### src/rtl/sdram_burst_arb_pkg.sv
// Shared SDRAM definitions for the burst arbiter: FSM state encodings,
// command encodings {cs_n,ras_n,cas_n,we_n}, default timing constants, column-address helper.
package sdram_param;

    typedef enum logic [4:0] {
        S_IDLE    = 5'd0,
        S_REF     = 5'd1,
        S_RFC     = 5'd2,
        S_ACT     = 5'd3,
        S_RCD     = 5'd4,
        S_RD      = 5'd5,
        S_RD_DATA = 5'd6,
        S_WR      = 5'd7,
        S_WR_DATA = 5'd8,
        S_PRE     = 5'd9,
        S_RP      = 5'd10
    } state_t;

    localparam logic [3:0] CMD_NOP = 4'b0111;
    localparam logic [3:0] CMD_ACT = 4'b0011;
    localparam logic [3:0] CMD_RD  = 4'b0101;
    localparam logic [3:0] CMD_WR  = 4'b0100;
    localparam logic [3:0] CMD_PRE = 4'b0010;
    localparam logic [3:0] CMD_REF = 4'b0001;

    localparam int DEF_BL         = 4;
    localparam int DEF_CL         = 2;
    localparam int DEF_T_RCD      = 2;
    localparam int DEF_T_RP       = 2;
    localparam int DEF_T_WR       = 2;
    localparam int DEF_T_RFC      = 7;
    localparam int DEF_REF_PERIOD = 780;

    // Column on A8..A0, A10 carries the auto-precharge flag, A9/A11/A12 zero.
    function automatic logic [12:0] col_addr(input logic [23:0] a, input logic ap);
        return {2'b00, ap, 1'b0, a[8:0]};
    endfunction

endpackage

### src/rtl/sdram_ref_timer.sv
// Free-running refresh interval counter; raises ref_pending on every wrap
// and drops it when the arbiter enters S_REF.
module sdram_ref_timer
    import sdram_param::*;
#(
    parameter int REF_PERIOD = DEF_REF_PERIOD
) (
    input  logic clk,
    input  logic rst,
    input  logic ref_clr,
    output logic ref_pending
);

    localparam int CW = $clog2(REF_PERIOD + 1);

    logic [CW-1:0] ref_cnt;
    logic          wrap;

    assign wrap = (ref_cnt == CW'(REF_PERIOD - 1));

    // NOTE: sequential state uses non-blocking assignments only; the later
    // ref_pending assignment wins, so a new tick beats a same-cycle clear.
    always_ff @(posedge clk or posedge rst) begin
        if (rst) begin
            ref_cnt     <= '0;
            ref_pending <= 1'b0;
        end else begin
            ref_cnt <= wrap ? '0 : ref_cnt + 1'b1;
            if (ref_clr)
                ref_pending <= 1'b0;
            if (wrap)
                ref_pending <= 1'b1;
        end
    end

endmodule

### src/rtl/sdram_burst_arb.sv
// Single-port SDRAM burst arbiter: refresh > read > write, one burst per grant.
// Define SDRAM_AUTO_PRECHARGE_EN to use READ/WRITE with auto-precharge instead of explicit PRECHARGE.
module sdram_burst_arb
    import sdram_param::*;
#(
    parameter int BL         = DEF_BL,
    parameter int CL         = DEF_CL,
    parameter int T_RCD      = DEF_T_RCD,
    parameter int T_RP       = DEF_T_RP,
    parameter int T_WR       = DEF_T_WR,
    parameter int T_RFC      = DEF_T_RFC,
    parameter int REF_PERIOD = DEF_REF_PERIOD
) (
    input  logic        clk,
    input  logic        rst,
    input  logic        init_done,
    input  logic        sdram_rd_req,
    output logic        sdram_rd_ack,
    input  logic [23:0] sys_rdaddr,
    input  logic        sdram_wr_req,
    output logic        sdram_wr_ack,
    input  logic [23:0] sys_wraddr,
    output logic        sdram_wr_data_valid,
    output logic        sdram_data_i_valid,
    output logic        end_tread,
    output logic        end_twrite,
    output logic        sdram_r_wn,
    output logic [4:0]  work_state,
    output logic [3:0]  sdram_cmd,
    output logic [1:0]  sdram_ba,
    output logic [12:0] sdram_addr
);

`ifdef SDRAM_AUTO_PRECHARGE_EN
    localparam logic AP = 1'b1;
`else
    localparam logic AP = 1'b0;
`endif

    localparam int RCD_CYC = T_RCD - 1;
    localparam int RD_CYC  = CL + BL;
    localparam int WR_CYC  = BL - 1 + T_WR;
    localparam int RFC_CYC = T_RFC - 1;
    localparam int RP_CYC  = AP ? T_RP : T_RP - 1;

    state_t      state, state_next, after_data, cmd_state;
    logic [15:0] cnt;
    logic [23:0] addr_q;
    logic        is_rd_q;
    logic        ref_pending;
    logic        arb_ok, ref_win, rd_win, wr_win;

    assign arb_ok  = (state == S_IDLE) && init_done && !rst;
    assign ref_win = arb_ok && ref_pending;
    assign rd_win  = arb_ok && !ref_pending && sdram_rd_req;
    assign wr_win  = arb_ok && !ref_pending && !sdram_rd_req && sdram_wr_req;

    assign after_data = AP ? S_RP : S_PRE;
    assign cmd_state  = is_rd_q ? S_RD : S_WR;

    sdram_ref_timer #(.REF_PERIOD(REF_PERIOD)) u_ref_timer (
        .clk         (clk),
        .rst         (rst),
        .ref_clr     (ref_win),
        .ref_pending (ref_pending)
    );

    // cnt is the cycle index inside the current state, restarted on every transition.
    always_ff @(posedge clk or posedge rst) begin
        if (rst) begin
            state   <= S_IDLE;
            cnt     <= '0;
            addr_q  <= '0;
            is_rd_q <= 1'b0;
        end else begin
            state <= state_next;
            cnt   <= (state_next != state || state == S_IDLE) ? '0 : cnt + 1'b1;
            if (rd_win || wr_win) begin
                addr_q  <= rd_win ? sys_rdaddr : sys_wraddr;
                is_rd_q <= rd_win;
            end
        end
    end

    // NOTE: every combinational output gets a default first so no path infers a latch.
    always_comb begin
        state_next = state;
        case (state)
            S_IDLE:    if (ref_win) state_next = S_REF;
                       else if (rd_win || wr_win) state_next = S_ACT;
            S_REF:     state_next = (RFC_CYC > 0) ? S_RFC : S_IDLE;
            S_RFC:     if (cnt == 16'(RFC_CYC - 1)) state_next = S_IDLE;
            S_ACT:     state_next = (RCD_CYC > 0) ? S_RCD : cmd_state;
            S_RCD:     if (cnt == 16'(RCD_CYC - 1)) state_next = cmd_state;
            S_RD:      state_next = S_RD_DATA;
            S_RD_DATA: if (cnt == 16'(RD_CYC - 1)) state_next = after_data;
            S_WR:      state_next = (WR_CYC > 0) ? S_WR_DATA : after_data;
            S_WR_DATA: if (cnt == 16'(WR_CYC - 1)) state_next = after_data;
            S_PRE:     state_next = (RP_CYC > 0) ? S_RP : S_IDLE;
            S_RP:      if (cnt == 16'(RP_CYC - 1)) state_next = S_IDLE;
            default:   state_next = S_IDLE;
        endcase
    end

    always_comb begin
        sdram_cmd           = CMD_NOP;
        sdram_ba            = 2'b00;
        sdram_addr          = 13'h0000;
        sdram_data_i_valid  = 1'b0;
        sdram_wr_data_valid = 1'b0;
        end_tread           = 1'b0;
        end_twrite          = 1'b0;
        case (state)
            S_REF: sdram_cmd = CMD_REF;
            S_ACT: begin
                sdram_cmd  = CMD_ACT;
                sdram_ba   = addr_q[23:22];
                sdram_addr = addr_q[21:9];
            end
            S_RD: begin
                sdram_cmd  = CMD_RD;
                sdram_ba   = addr_q[23:22];
                sdram_addr = col_addr(addr_q, AP);
            end
            S_RD_DATA: begin
                // Read data returns CL cycles after READ; cnt 0 is the cycle after READ.
                sdram_data_i_valid = (cnt >= 16'(CL - 1)) && (cnt <= 16'(CL + BL - 2));
                end_tread          = (cnt == 16'(RD_CYC - 1));
            end
            S_WR: begin
                sdram_cmd           = CMD_WR;
                sdram_ba            = addr_q[23:22];
                sdram_addr          = col_addr(addr_q, AP);
                sdram_wr_data_valid = 1'b1;
            end
            S_WR_DATA: begin
                sdram_wr_data_valid = (cnt <= 16'(BL - 2));
                end_twrite          = (cnt == 16'(WR_CYC - 1));
            end
            S_PRE: begin
                sdram_cmd  = CMD_PRE;
                sdram_ba   = addr_q[23:22];
                sdram_addr = 13'h0400;
            end
            default: ;
        endcase
    end

    assign sdram_r_wn   = !sdram_wr_data_valid;
    assign sdram_rd_ack = rd_win;
    assign sdram_wr_ack = wr_win;
    assign work_state   = state;

endmodule

### config.mk
export PLATFORM = sky130hd
export DESIGN_NAME = sdram_burst_arb
export DESIGN_NICKNAME = d
export VERILOG_FILES = /design/src/rtl/sdram_burst_arb_pkg.sv /design/src/rtl/sdram_ref_timer.sv /design/src/rtl/sdram_burst_arb.sv
export SDC_FILE = /design/constraint.sdc
export NUM_CORES = 1
export LEC_CHECK = 0
export ABC_AREA = 0
export CAP_MARGIN = 30
export CORE_MARGIN = 3
export CORE_UTILIZATION = 53
export CTS_CLUSTER_SIZE = 20
export DETAILED_ROUTE_END_ITERATION = 6
export PLACE_DENSITY = 0.85
export SYNTH_ARGS = -nofsm -noshare
export SYNTH_HDL_FRONTEND = slang
export SYNTH_SLANG_ARGS = --single-unit
### constraint.sdc
create_clock -name clk -period 6.67 [get_ports clk]
set_clock_uncertainty 0.15 [all_clocks]
set_input_delay 2.001 -clock clk [delete_from_list [all_inputs] [get_ports clk]]
set_output_delay 2.001 -clock clk [all_outputs]
set_load 0.01 [all_outputs]
==> impl_metrics.tcl, run 1 <==
set metrics [dict create \
    status "finished clean" \
    crit_required_ps 4520 \
    crit_path_end_kind "output pin" \
    critical_path_class "input port to output pin" \
    min_period_ps 6050 \
    power.leakage_nw 1.90 \
    cp_cell_sequence "clkdlybuf4s50_1, or4b_1, nor2_2, nand3b_1, inv_1, clkdlybuf4s50_1" \
    rrSetupSlack_ps 4080 \
    vias_per_cell 5.76 \
    yosys_warnings 0 \
    wirelength_um 7990 \
    crit_path_max_incr_delay_ps 550 \
    overflow 0 \
    wl_met1_um 3320 \
    hold_path_class "flip-flop to flip-flop" \
    syn_avg_cell_area_um2 9.56 \
    drive_above_1_share_pct 6.89 \
    finalSetupTns_ps 0 \
    placed_area_um2 4060 \
    avgRoutedWirePerCell_um 16.2 \
    slew_headroom_pct 52.3 \
    cp-start-kind "input port" \
    critPathLaunch "rst" \
    finalHoldViolations 0 \
    floorplan.die.width_um 84.1 \
    grt_pass1_wl_um 13400 \
    clkLatencyLatePin_ps 330 \
    setup_ws_ps 621 \
    hp-start "u_ref_timer.ref_cnt[0]" \
    r2r.worst_path.cells 5 \
    num_io_pins 84 \
    cts_max_path_buffers 2 \
    async_flop_share_pct 100 \
    antenna_cells 0 \
    dr.pass1.iters 4 \
    ctsResizeCount 0 \
    syn_to_final_growth_pct 30.6 \
    critical_path.most_common_cell "clkdlybuf4s50_1" \
    antenna_found_initial 0 \
    setup_violations 0 \
    r2r-start "work_state[1]" \
    dieArea_um2 7070 \
    cp_max_fo 3 \
    cts_hold_buf 0 \
    clk_pin_slew_ps 60 \
    clockPowerShare_pct 31.3 \
    swShare_pct 27.0 \
    cap_violations 0 \
    finalWeightedCongestion 0.876 \
    period_share_pct 90.7 \
    ys_seq_elements 57 \
    drtAntennaViolNets 0 \
    groute.usage.overall_pct 23.5 \
    start_util_pct 56.6 \
    met2WireLength_um 4050 \
    powerDensity_nw_per_um2 205 \
    worst_r2r_endpoint "cnt[2]" \
    nets 474 \
    max_freq_mhz 165 \
    finalMaxSlewViolations 0 \
    switchingPower_uw 233 \
    cts.sinks 57 \
    synthFlopType "dfrtp_1" \
    min_path_cells 1 \
    die_y_um 84.1 \
    internal-power_uw 631 \
    portBuffers 82 \
    netlist_area_um2 3230 \
    num_vias 2842 \
    cts_tree "yes" \
    wl_met3_um 423 \
    min_to "u_ref_timer.ref_cnt[0]" \
    core_um2 5710 \
    postSynthCellCount 338 \
    grt_max_degree 58 \
    grt_pass1_vias 2773 \
    seqPwrFrac_pct 51.0 \
    num_rows 27 \
    place_ws_ps 614 \
    post_cts_buffers 0 \
    cts_made_buffers 9 \
    peakVddDrop_uv 141 \
    arrival_ps 3900 \
    hpwl_um 5790 \
    rsz0062_at_grt "no" \
    cpMaxStageDelayCell "or4b_1" \
    pwr-share-comb_pct 17.7 \
    tightest_slew_ps 715 \
    drt_iter0_markers 156 \
    fin_area_um2 4220 \
    htreeDepth 3 \
    post-route-drc-count 0 \
    root_buffer "clkbuf_8" \
    yosysSeqAreaShare_pct 44.1 \
    synth-edff-count 0 \
    highest_layer "met4" \
    ys_types 53 \
]
-- sequential cells by signal (all words and copies together) (netlist names) --
name	flops
is_rd_q	1
u_ref_timer.ref_pending	1
work_state	5
u_ref_timer.ref_cnt	10
cnt	16
addr_q	24
-- metal layers --
| layer | global-route usage (%) | vias to the layer above |
|---|---|---|
| met1 | 30.2 | 1388 |
| li1 | - | 1340 |
| met4 | 10.2 | 0 |
| met5 | 0 | - |
| met3 | 4.64 | 18 |
| met2 | 38.5 | 96 |
-- power by group through the flow --
stage / Sequential [mW] / Combinational, mW / Clock (mW)
finish: 0.440 / 0.153 / 0.271
detailed placement: 0.446 / 0.154 / 0
CTS: 0.440 / 0.155 / 0.277
floorplan: 0.431 / 0.107 / 0
global placement: 0.443 / 0.149 / 0
global route: 0.449 / 0.172 / 0.289
-- cells in the final DEF, fill, tap and decap left out, types with 3 or more instances in the layout --
master and n:
a21oi_1 29, mux2i_1 24, ha_1 4, and2_1 9
nand2_1 19, clkbuf_8 10, nor2_1 53, a22o_1 9
o21ai_0 4, nor3_1 11, xor2_1 12, nor4_1 3
dfrtp_1 57, nand4_1 4, and3_1 3, nor3b_1 5
nor2b_1 3, nand3b_1 4, clkdlybuf4s50_1 82, buf_4 4
nand3_1 10, clkinv_2 4, inv_1 7, nand2b_1 5
xnor2_1 9, nand4b_1 3
-- cell usage after synthesis (all sizes together), types with 2 or more instances --
cell type / n / area [um2]
dfrtp: 57 / 1430
nor2: 54 / 205
a21oi: 29 / 145
mux2i: 24 / 240
nand2: 19 / 71.3
xor2: 12 / 105
buf: 11 / 87.6
nand3: 11 / 60.1
nor3: 11 / 55.1
a22o: 9 / 78.8
and2: 9 / 56.3
xnor2: 9 / 78.8
clkbuf: 8 / 30.0
inv: 8 / 30.0
nand2b: 5 / 31.3
nor3b: 5 / 37.5
nor4: 5 / 61.3
and3: 4 / 26.3
ha: 4 / 50.1
nand3b: 4 / 30.0
nand4: 4 / 25.0
o21ai: 4 / 20.0
nand4b: 3 / 26.3
nor2b: 3 / 18.8
a21o: 2 / 15.0
a31oi: 2 / 12.5
and4: 2 / 18.8
or4: 2 / 22.5
or4b: 2 / 20.0
-- critical path, delay by kind of cell --
| family | cells | cell delay (ps) |
|---|---|---|
| buffers and inverters | 3 | 1090 |
| and+or+nand+nor | 3 | 800 |
-- how the worst max path moves through the flow --
stage	end	slack, ps	cells past startpoint
after floorplan	sdram_wr_ack	1410	6
after global placement	sdram_wr_ack	630	6
after detailed placement	sdram_wr_ack	610	6
after CTS	sdram_wr_ack	610	6
after global routing	sdram_wr_ack	520	6
final	sdram_wr_ack	620	6
-- cell families after synthesis --
logic type,Yosys count,share of synthesized area [%]
simple gates,145,24.2
buf+inv,27,4.57
other cells,1,0.116
mux,24,7.43
compound gates,59,12.3
fa+ha+maj,4,1.55
xor+xnor,21,5.69
flops,57,44.1
-- through the flow --
stage                     power [mW]  utilization, %  cells  hold WS (ps)
after floorplan                0.539               -    339           298
after global placement         0.592            71.1    478           323
after detailed placement       0.600            71.1    478           339
after CTS                      0.872            73.9    493           353
after global routing           0.911            73.9    493           380
final                          0.864            73.9    493           355
-- area by class of cell --
type	instances	area, um2
Fill cell	419	1490
Sequential cell	57	1430
Timing Repair Buffer	86	851
Multi-Input combinational cell	255	1660
Clock inverter	4	20.0
Tap cell	72	90.1
Clock buffer	11	141
Inverter	8	30.0
Power figures use the tool's default switching activity.
==> run 2: changes to the inputs <==
CORE_UTILIZATION = 55   (was 53)
CTS_BUF_LIST = sky130_fd_sc_hd__clkbuf_4   (was not set)
CTS_CLUSTER_SIZE = not set   (was 20)
PLACE_DENSITY = 0.88   (was 0.85)
==> impl_metrics.tcl, run 2 (synthesis results as in run 1) <==
set metrics [dict create \
    status "finished clean" \
    final_cell_mix "clkdlybuf4s50_1, dfrtp_1, nor2_1, a21oi_1, mux2i_1" \
    dr.pass1.iters 5 \
    rrSetupSlack_ps 4230 \
    largest_reg_flops 24 \
    drtAntennaViolNets 0 \
    groute.usage.overall_pct 22.9 \
    core_um2 5610 \
    finalMaxSlewViolations 0 \
    avgRoutedWirePerCell_um 15.3 \
    cts_hold_buf 0 \
    syn_to_final_growth_pct 28.8 \
    powerDensity_nw_per_um2 191 \
    root_buffer "clkbuf_4" \
    clk_pin_slew_ps 90 \
    crit_required_ps 4520 \
    power.leakage_nw 1.88 \
    cp_max_fo 3 \
    hold_path_class "flip-flop to flip-flop" \
    peakVddDrop_uv 144 \
    htreeDepth 3 \
    rsz0062_at_grt "no" \
    post_cts_buffers 0 \
    floorplan.die.width_um 82.7 \
    finalHoldViolations 0 \
    portBuffers 82 \
    cp-start-kind "input port" \
    critical_path.most_common_cell "clkdlybuf4s50_1" \
    tightest_slew_ps 703 \
    num_rows 27 \
    hpwl_um 5390 \
    overflow 0 \
    period_share_pct 91.0 \
    cp_cell_sequence "clkdlybuf4s50_1, or4b_1, nor2_2, nand3b_1, inv_1, clkdlybuf4s50_1" \
    clkLatencyLatePin_ps 390 \
    crit_path_max_incr_delay_ps 560 \
    grt_max_degree 58 \
    grt_pass1_wl_um 11900 \
    num_io_pins 84 \
    dieArea_um2 6830 \
    design_power_total_uw 794 \
    drive_above_1_share_pct 6.87 \
    wirelength_um 7540 \
    antenna_found_initial 0 \
    crit_path_end_kind "output pin" \
    arrival_ps 3920 \
    antenna_cells 0 \
    cts_max_path_buffers 2 \
    slew_headroom_pct 53.2 \
    layout_commonest_cell "clkdlybuf4s50_1" \
    finalWeightedCongestion 0.902 \
    largestRegisters "addr_q: 24 flops, cnt: 16 flops, u_ref_timer.ref_cnt: 10 flops" \
    regMostFlops "addr_q" \
    grt_pass1_vias 2576 \
    fin_cells 494 \
    ctsResizeCount 0 \
    finalSetupTns_ps 0 \
    start_util_pct 57.6 \
    critical_path_class "input port to output pin" \
    vias_per_cell 5.68 \
    setup_violations 0 \
    die_y_um 82.7 \
    cts_made_buffers 9 \
    cap_violations 0 \
    post-route-drc-count 0 \
    max_freq_mhz 165 \
    cpMaxStageDelayCell "or4b_1" \
    cts_tree "yes" \
    min_period_ps 6070 \
    drt_iter0_markers 175 \
    nets 474 \
    cts.sinks 57 \
    place_inst 478 \
    num_vias 2807 \
]
## run 2: cell types whose count changed in the layout (fill, tap and decap cells not counted), sizes merged
cell,delta
clkinv,+1
## run 2: final timing paths
| kind | end | depth (start not counted) | from |
|---|---|---|---|
| worst max-delay path | sdram_wr_ack | 6 | rst |
| worst min-delay path | u_ref_timer.ref_cnt[0] | 1 | u_ref_timer.ref_cnt[0] |
| worst max register to register | cnt[3] | 5 | work_state[1] |
| worst min register to register | u_ref_timer.ref_cnt[0] | 1 | u_ref_timer.ref_cnt[0] |
| max in group asynchronous | addr_q[12] | 3 | rst |
| min in group asynchronous | work_state[2] | 3 | rst |
## run 2: final cells by class
class                      count  area [um2]
clock buffer                  11        82.6
clock inverter                 5        22.5
fill                         421        1440
inverter                       8        30.0
multi-input combinational    255        1660
sequential                    57        1430
tap                           72        90.1
timing repair buffer          86         851
## run 2: worst max-delay path, delay by kind of cell
kind | cells | cell delay [ps]
AND/OR/NAND/NOR | 3 | 820
buffers and inverters | 3 | 1090
## run 2: power by group
part / internal [mW] / switching [mW] / total [mW]
Combinational: 0.0881 / 0.0659 / 0.154
Sequential: 0.402 / 0.0363 / 0.438
Clock: 0.0809 / 0.121 / 0.202
## run 2: metal layers
layer | vias to the layer above | global-route usage, % | wire [um]
met3 | 21 | 4.56 | 433
met4 | 0 | 10.1 | 188
li1 | 1351 | - | -
met1 | 1336 | 30.3 | 3310
met2 | 99 | 36.5 | 3610
met5 | - | 0 | 0
## run 2: through the flow
step / hold slack, ps / worst slack [ps] / area, um2 / util [%]
floorplan: 298 / 1410 / 3240 / -
global placement: 319 / 625 / 4060 / 72.4
detailed placement: 331 / 622 / 4060 / 72.4
CTS: 343 / 593 / 4160 / 74.3
global route: 377 / 533 / 4160 / 74.3
finish: 341 / 603 / 4160 / 74.3
